--- config.mk ---
export PLATFORM = sky130hd
export DESIGN_NAME = npa_axi_perf_stat
export DESIGN_NICKNAME = d
export VERILOG_FILES = /design/src/rtl/npa_pkg.sv /design/src/rtl/npa_ts_fifo.sv /design/src/rtl/npa_axi_perf_stat.sv
export SDC_FILE = /design/constraint.sdc
export NUM_CORES = 2
export LEC_CHECK = 0
export CAP_MARGIN = 20
export CORE_MARGIN = 2
export CORE_UTILIZATION = 55
export CTS_BUF_LIST = sky130_fd_sc_hd__clkbuf_16
export CTS_CLUSTER_SIZE = 40
export DETAILED_ROUTE_END_ITERATION = 16
export PLACE_DENSITY = 0.76
export SYNTH_ARGS = -nofsm -noshare
export SYNTH_HDL_FRONTEND = slang
export SYNTH_SLANG_ARGS = --single-unit
--- constraint.sdc ---
create_clock -name ACLK -period 48.3 [get_ports ACLK]
set_input_delay 4.83 -clock ACLK [delete_from_list [all_inputs] [get_ports ACLK]]
set_output_delay 4.83 -clock ACLK [all_outputs]
set_load 0.005 [all_outputs]
--- src/rtl/npa_pkg.sv ---
// Shared types, defaults and the saturating-add helper for the AXI
// performance statistics stage (npa_axi_perf_stat).
package npa_pkg;

    localparam int NPA_LAT_WIDTH     = 16;
    localparam int NPA_WINDOW_CYCLES = 1024;
    localparam int NPA_OT_DEPTH      = 4;

    typedef logic [NPA_LAT_WIDTH-1:0] ts_t;

    // Saturating add on a counter of 'width' bits (width <= 64); the
    // caller truncates the result back to its own counter width.
    function automatic logic [63:0] sat_add(input logic [63:0] acc,
                                            input logic [63:0] inc,
                                            input int unsigned width);
        logic [64:0] sum;
        logic [64:0] lim;
        sum = {1'b0, acc} + {1'b0, inc};
        lim = (65'd1 << width) - 65'd1;
        return (sum > lim) ? lim[63:0] : sum[63:0];
    endfunction

endpackage

--- src/rtl/npa_ts_fifo.sv ---
// Timestamp FIFO for one AXI ID. Push while full and pop while empty are
// ignored here; the parent detects and counts those as errors.
module npa_ts_fifo #(
    parameter int DEPTH = 4,
    parameter int W     = 16
) (
    input  logic         clk,
    input  logic         rst,
    input  logic         push,
    input  logic         pop,
    input  logic [W-1:0] din,
    output logic [W-1:0] dout,
    output logic         full,
    output logic         empty
);
    localparam int AW = (DEPTH > 1) ? $clog2(DEPTH) : 1;

    logic [DEPTH-1:0][W-1:0] mem;
    logic [AW-1:0]           wptr;
    logic [AW-1:0]           rptr;
    logic [AW:0]             cnt;
    logic                    do_push;
    logic                    do_pop;

    assign full    = (cnt == (AW+1)'(DEPTH));
    assign empty   = (cnt == '0);
    assign do_push = push & ~full;
    assign do_pop  = pop & ~empty;
    assign dout    = mem[rptr];

    // Storage, pointers and occupancy; pointers wrap at DEPTH-1
    always_ff @(posedge clk or posedge rst) begin
        if (rst) begin
            mem  <= '0;
            wptr <= '0;
            rptr <= '0;
            cnt  <= '0;
        end else begin
            if (do_push) begin
                mem[wptr] <= din;
                wptr      <= (wptr == AW'(DEPTH-1)) ? '0 : wptr + 1'b1;
            end
            if (do_pop)
                rptr <= (rptr == AW'(DEPTH-1)) ? '0 : rptr + 1'b1;
            case ({do_push, do_pop})
                2'b10:   cnt <= cnt + 1'b1;
                2'b01:   cnt <= cnt - 1'b1;
                default: cnt <= cnt;
            endcase
        end
    end

endmodule

--- src/rtl/npa_axi_perf_stat.sv ---
// Passive AXI statistics stage: windowed byte/transaction counts and
// read (optionally write) latency from per-ID timestamp FIFOs.
// Optional feature macro: NPA_WR_LAT_EN builds the write latency table;
// without it wr_lat_max is tied to 0 and AWID/BID are ignored.
// Full/empty for the overflow/orphan decisions are taken from the state at
// the start of the cycle, so a same-cycle pop never frees room for a push
// and a same-cycle push never feeds a pop. Latencies of 2^LAT_WIDTH cycles
// or more alias (timestamp wraps).
module npa_axi_perf_stat
    import npa_pkg::*;
#(
    parameter int ID_WIDTH      = 4,
    parameter int DATA_WIDTH    = 64,
    parameter int WINDOW_CYCLES = NPA_WINDOW_CYCLES,
    parameter int CNT_WIDTH     = 32,
    parameter int LAT_WIDTH     = 16,
    parameter int OT_DEPTH      = NPA_OT_DEPTH
) (
    input  logic                    ACLK,
    input  logic                    ARESET,
    input  logic [ID_WIDTH-1:0]     ARID,
    input  logic [7:0]              ARLEN,
    input  logic [2:0]              ARSIZE,
    input  logic                    ARVALID,
    input  logic                    ARREADY,
    input  logic [ID_WIDTH-1:0]     RID,
    input  logic                    RLAST,
    input  logic                    RVALID,
    input  logic                    RREADY,
    input  logic [ID_WIDTH-1:0]     AWID,
    input  logic                    AWVALID,
    input  logic                    AWREADY,
    input  logic [DATA_WIDTH/8-1:0] WSTRB,
    input  logic                    WVALID,
    input  logic                    WREADY,
    input  logic [ID_WIDTH-1:0]     BID,
    input  logic                    BVALID,
    input  logic                    BREADY,
    output logic                    stat_valid,
    output logic [CNT_WIDTH-1:0]    rd_bytes,
    output logic [CNT_WIDTH-1:0]    wr_bytes,
    output logic [CNT_WIDTH-1:0]    rd_txn,
    output logic [CNT_WIDTH-1:0]    wr_txn,
    output logic [CNT_WIDTH-1:0]    rd_lat_sum,
    output logic [LAT_WIDTH-1:0]    rd_lat_max,
    output logic [LAT_WIDTH-1:0]    wr_lat_max,
    output logic [CNT_WIDTH-1:0]    err_cnt
);
    localparam int NID  = 1 << ID_WIDTH;
    localparam int WC_W = (WINDOW_CYCLES > 1) ? $clog2(WINDOW_CYCLES) : 1;

    logic [WC_W-1:0]      wcnt;
    logic [LAT_WIDTH-1:0] ts;
    logic                 win_end;

    logic ar_hs, r_last_hs, aw_hs, w_hs;

    assign ar_hs     = ARVALID & ARREADY;
    assign r_last_hs = RVALID & RREADY & RLAST;
    assign aw_hs     = AWVALID & AWREADY;
    assign w_hs      = WVALID & WREADY;
    assign win_end   = (wcnt == WC_W'(WINDOW_CYCLES-1));

    // Window position and free-running timestamp
    always_ff @(posedge ACLK or posedge ARESET) begin
        if (ARESET) begin
            wcnt <= '0;
            ts   <= '0;
        end else begin
            wcnt <= win_end ? '0 : wcnt + 1'b1;
            ts   <= ts + 1'b1;
        end
    end

    // ---------------- read latency table ----------------
    logic [NID-1:0]                rd_push, rd_pop, rd_full, rd_empty;
    logic [NID-1:0][LAT_WIDTH-1:0] rd_dout;
    logic                          rd_ovf, rd_orph, rd_lat_vld;
    logic [LAT_WIDTH-1:0]          rd_lat;

    for (genvar i = 0; i < NID; i++) begin : g_rd
        assign rd_push[i] = ar_hs & (ARID == ID_WIDTH'(i));
        assign rd_pop[i]  = r_last_hs & (RID == ID_WIDTH'(i));
        npa_ts_fifo #(.DEPTH(OT_DEPTH), .W(LAT_WIDTH)) u_fifo (
            .clk   (ACLK),
            .rst   (ARESET),
            .push  (rd_push[i]),
            .pop   (rd_pop[i]),
            .din   (ts),
            .dout  (rd_dout[i]),
            .full  (rd_full[i]),
            .empty (rd_empty[i])
        );
    end

    assign rd_ovf     = ar_hs & rd_full[ARID];
    assign rd_orph    = r_last_hs & rd_empty[RID];
    assign rd_lat_vld = r_last_hs & ~rd_empty[RID];
    assign rd_lat     = ts - rd_dout[RID];

    // ---------------- write latency table ----------------
    logic wr_ovf, wr_orph;

`ifdef NPA_WR_LAT_EN
    logic                          b_hs;
    logic [NID-1:0]                wr_push, wr_pop, wr_full, wr_empty;
    logic [NID-1:0][LAT_WIDTH-1:0] wr_dout;
    logic                          wr_lat_vld;
    logic [LAT_WIDTH-1:0]          wr_lat;
    logic [LAT_WIDTH-1:0]          acc_wr_lat_max, nxt_wr_lat_max;

    assign b_hs = BVALID & BREADY;

    for (genvar i = 0; i < NID; i++) begin : g_wr
        assign wr_push[i] = aw_hs & (AWID == ID_WIDTH'(i));
        assign wr_pop[i]  = b_hs & (BID == ID_WIDTH'(i));
        npa_ts_fifo #(.DEPTH(OT_DEPTH), .W(LAT_WIDTH)) u_fifo (
            .clk   (ACLK),
            .rst   (ARESET),
            .push  (wr_push[i]),
            .pop   (wr_pop[i]),
            .din   (ts),
            .dout  (wr_dout[i]),
            .full  (wr_full[i]),
            .empty (wr_empty[i])
        );
    end

    assign wr_ovf         = aw_hs & wr_full[AWID];
    assign wr_orph        = b_hs & wr_empty[BID];
    assign wr_lat_vld     = b_hs & ~wr_empty[BID];
    assign wr_lat         = ts - wr_dout[BID];
    assign nxt_wr_lat_max = (wr_lat_vld && wr_lat > acc_wr_lat_max) ? wr_lat : acc_wr_lat_max;

    // Windowed write latency maximum and its snapshot
    always_ff @(posedge ACLK or posedge ARESET) begin
        if (ARESET) begin
            acc_wr_lat_max <= '0;
            wr_lat_max     <= '0;
        end else if (win_end) begin
            acc_wr_lat_max <= '0;
            wr_lat_max     <= nxt_wr_lat_max;
        end else begin
            acc_wr_lat_max <= nxt_wr_lat_max;
        end
    end
`else
    logic unused_wr_sigs;
    assign unused_wr_sigs = ^{AWID, BID, BVALID, BREADY};
    assign wr_ovf         = 1'b0;
    assign wr_orph        = 1'b0;
    assign wr_lat_max     = '0;
`endif

    // ---------------- window accumulators ----------------
    logic [CNT_WIDTH-1:0] acc_rd_bytes, acc_wr_bytes, acc_rd_txn, acc_wr_txn;
    logic [CNT_WIDTH-1:0] acc_lat_sum, acc_err;
    logic [LAT_WIDTH-1:0] acc_rd_lat_max;
    logic [CNT_WIDTH-1:0] nxt_rd_bytes, nxt_wr_bytes, nxt_rd_txn, nxt_wr_txn;
    logic [CNT_WIDTH-1:0] nxt_lat_sum, nxt_err;
    logic [LAT_WIDTH-1:0] nxt_rd_lat_max;
    logic [63:0]          rd_bytes_inc, wr_bytes_inc, lat_inc, err_inc;

    // Next accumulator values including this cycle's events
    always_comb begin
        rd_bytes_inc = ar_hs ? ((64'(ARLEN) + 64'd1) << ARSIZE) : 64'd0;
        wr_bytes_inc = w_hs ? 64'($countones(WSTRB)) : 64'd0;
        lat_inc      = rd_lat_vld ? 64'(rd_lat) : 64'd0;
        err_inc      = 64'(rd_ovf) + 64'(rd_orph) + 64'(wr_ovf) + 64'(wr_orph);

        nxt_rd_bytes   = CNT_WIDTH'(sat_add(64'(acc_rd_bytes), rd_bytes_inc, CNT_WIDTH));
        nxt_wr_bytes   = CNT_WIDTH'(sat_add(64'(acc_wr_bytes), wr_bytes_inc, CNT_WIDTH));
        nxt_rd_txn     = CNT_WIDTH'(sat_add(64'(acc_rd_txn), 64'(ar_hs), CNT_WIDTH));
        nxt_wr_txn     = CNT_WIDTH'(sat_add(64'(acc_wr_txn), 64'(aw_hs), CNT_WIDTH));
        nxt_lat_sum    = CNT_WIDTH'(sat_add(64'(acc_lat_sum), lat_inc, CNT_WIDTH));
        nxt_err        = CNT_WIDTH'(sat_add(64'(acc_err), err_inc, CNT_WIDTH));
        nxt_rd_lat_max = (rd_lat_vld && rd_lat > acc_rd_lat_max) ? rd_lat : acc_rd_lat_max;
    end

    // Accumulate; at window end snapshot to outputs and restart from zero
    always_ff @(posedge ACLK or posedge ARESET) begin
        if (ARESET) begin
            acc_rd_bytes   <= '0;
            acc_wr_bytes   <= '0;
            acc_rd_txn     <= '0;
            acc_wr_txn     <= '0;
            acc_lat_sum    <= '0;
            acc_err        <= '0;
            acc_rd_lat_max <= '0;
            stat_valid     <= 1'b0;
            rd_bytes       <= '0;
            wr_bytes       <= '0;
            rd_txn         <= '0;
            wr_txn         <= '0;
            rd_lat_sum     <= '0;
            rd_lat_max     <= '0;
            err_cnt        <= '0;
        end else begin
            stat_valid <= win_end;
            if (win_end) begin
                acc_rd_bytes   <= '0;
                acc_wr_bytes   <= '0;
                acc_rd_txn     <= '0;
                acc_wr_txn     <= '0;
                acc_lat_sum    <= '0;
                acc_err        <= '0;
                acc_rd_lat_max <= '0;
                rd_bytes       <= nxt_rd_bytes;
                wr_bytes       <= nxt_wr_bytes;
                rd_txn         <= nxt_rd_txn;
                wr_txn         <= nxt_wr_txn;
                rd_lat_sum     <= nxt_lat_sum;
                rd_lat_max     <= nxt_rd_lat_max;
                err_cnt        <= nxt_err;
            end else begin
                acc_rd_bytes   <= nxt_rd_bytes;
                acc_wr_bytes   <= nxt_wr_bytes;
                acc_rd_txn     <= nxt_rd_txn;
                acc_wr_txn     <= nxt_wr_txn;
                acc_lat_sum    <= nxt_lat_sum;
                acc_err        <= nxt_err;
                acc_rd_lat_max <= nxt_rd_lat_max;
            end
        end
    end

endmodule

==> metrics.txt <==
most common cell in the netlist dfrtp_1; Largest regs g_rd.u_fifo.mem x1024, g_rd.u_fifo.cnt x48; outcome complete, no violations; WP data required 48.92 ns; DRT Wirelength 172 mm; Crit Path Category in -> reg; max reg flops 1024; worst skew pair latency 0.79 ns; max frequency 89.9 MHz; Die Width 372 um; reg2reg setup slack 40.83 ns; Yosys warning count 0; routability cong. 0.881; Tot Pwr 3.09 mW; vias in the first global route 47100; clock sink total 1579; initial antenna violation count 5; Yosys reg bits 1579; maximum root-to-sink buffer count 3; worst r2r src g_rd[2].u_fifo.rptr[0]$_DFFE_PP0P_; leakage 40.5 nW; Worst Skew 0.0296 ns; ratio of cells with drive above 1 in the final layout 0.282; DR WL/cell 22.1 um; Yosys top cell by area dfrtp_1; setup_tns 0 ns; synth-to-layout area growth 12.2%; number of stages on the worst hold path 1; GRT Util Overall 0.253; RSZ-0062 raised after global routing no; largest reg by FF count g_rd.u_fifo.mem; die height 372 um; largest fanout on the critical path 29; Starting DRT DRC Count 3497; Setup crit start kind primary input; FP Rows 135; setup violators final 0; largest net degree at the start of global routing 233; DRC viols 0; worst min-delay path category reg -> reg; hold_buf cts 0; Starting Density 0.552; Post-CTS Setup Bufs 0; reg2reg path depth 21; number of flops mapped to enable cells by yosys 0; top post-synthesis cells by count dfrtp_1 (1579), mux2_2 (998), nor2_1 (514), nand2_1 (417), mux4_2 (339); Congestion Overflow GR 0; critical path arrival 11.74 ns; Hold Startpoint wcnt[6]$_DFF_PP0_; Final period util 0.230; H-Tree Level Count 4; routed via count 46300; CTS Root Cell clkbuf_16; CTS tree done; post-synthesis sequential area ratio 0.530; Critical Path End Type flop; Core ar. 135000 um^2; clk slew on worst S/H paths 0.06 ns; pwr/cell area 37.0 nW/um^2; Synth top area share 0.530; nets 6140; crit path time final 11.12 ns; Detail Route Antenna Nets 0; Post-Synthesis Cells 5781; max-cap violations 0; Worst VDD drop 38.1 uV; DR vias/cell 5.93; Resized cells post-CTS 0; port bufs 246; post-synthesis cell type count 76; worst slew pin tran 1.22 ns; die area 138000 um^2; DP HPWL 113 mm; Async S/R FF share, synth 1.00; Main synth FF type dfrtp_1; synthesized cell area 74500 um^2; max_slew headroom 0.183; Final Hold Fails 0; Hold EP wcnt[6]$_DFF_PP0_; Synth area leaders dfrtp_1 (53%), mux2_2 (15%), mux4_2 (10%); CTS buffer count 164; Top-Level Pins 273; RR Endpoint rd_lat_sum[23]$_DFFE_PP0P_; Slew Limit Fails 0; synthesized area per cell 12.9 um^2; drt pass-1 iters 7; first-pass GRT wire length 271 mm
-- through the flow --
stage / worst slack [ns] / hold WS, ns / std cells / instance area [um^2] / utilization
final: 37.18 / 0.473 / 7808 / 83600 / 0.619
after detailed placement: 36.44 / 0.467 / 7502 / 78300 / 0.580
after global placement: 36.48 / 0.457 / 7501 / 78300 / 0.580
after CTS: 37.22 / 0.481 / 7802 / 83500 / 0.619
after floorplan: 21.59 / 0.445 / 5796 / 74600 / -
after global routing: 36.81 / 0.500 / 7807 / 83600 / 0.619
-- worst max-delay path, cell delays in order --
cell	delay (ns)
buf_4	0.46
buf_4	0.55
mux4_2	0.69
mux4_2	0.49
inv_1	0.14
ha_1	0.31
and3_1	0.18
a221o_1	0.33
or4_1	0.48
nand2_1	0.11
xnor2_1	0.18
and3_2	0.23
ha_1	0.28
and3_1	0.18
a221oi_1	0.37
a31oi_1	0.20
o211ai_1	0.39
nand2_1	0.24
and4_1	0.52
a211oi_1	0.39
a21oi_1	0.12
-- layer usage --
metal / track usage / part of all wire
met1: 0.355 / 0.44
met2: 0.408 / 0.48
met3: 0.0415 / 0.055
met4: 0.0760 / 0.028
met5: 0 / 0.00032
-- layout by cell type, fill, tap and decap left out, types with 114 or more instances in the layout --
master / instances
dfrtp_1: 1564
mux2_2: 998
nor2_1: 514
nand2_1: 417
mux4_2: 339
o21ai_0: 296
clkdlybuf4s50_1: 244
inv_1: 197
ha_1: 175
clkbuf_16: 167
xnor2_1: 118
xor2_1: 114
-- how the worst max path moves through the flow --
stage,startpoint,to,depth (start not counted)
2_1_floorplan,ARESET,acc_err[0]$_DFF_PP0_,1
3_3_place_gp,RID[0],rd_lat_sum[23]$_DFFE_PP0P_,21
3_5_place_dp,RID[0],rd_lat_max[7]$_DFFE_PP0P_,24
4_1_cts,RID[0],rd_lat_sum[23]$_DFFE_PP0P_,21
5_1_grt,RID[0],rd_lat_sum[23]$_DFFE_PP0P_,21
6_report,RID[0],rd_lat_sum[23]$_DFFE_PP0P_,21
-- cell families after synthesis --
logic type,after synthesis,share of synthesized area
flip-flops,1579,0.530
AND/OR/NAND/NOR,1327,0.0791
other,1,0.0000503
XOR/XNOR,232,0.0273
AO/OA/AOI/OAI,514,0.0393
multiplexers,1375,0.258
adder cells (fa/ha/maj),200,0.0361
buffers and inverters,553,0.0295
-- power by group --
| group | total (mW) | internal [mW] | switching (mW) |
|---|---|---|---|
| Combinational | 0.394 | 0.174 | 0.220 |
| Clock | 1.23 | 0.698 | 0.528 |
| Sequential | 1.47 | 1.41 | 0.0625 |
| Total | 3.09 | 2.28 | 0.811 |
-- cell type report --
class / instances / area (um^2)
clock inverter: 133 / 1010
sequential: 1579 / 39500
inverter: 164 / 627
tap: 1781 / 2230
clock buffer: 167 / 4180
multi-input combinational: 3664 / 32900
timing repair buffer: 319 / 3160
fill: 10100 / 51400
antenna: 1 / 2.50
(Power assumes the default switching activity.)
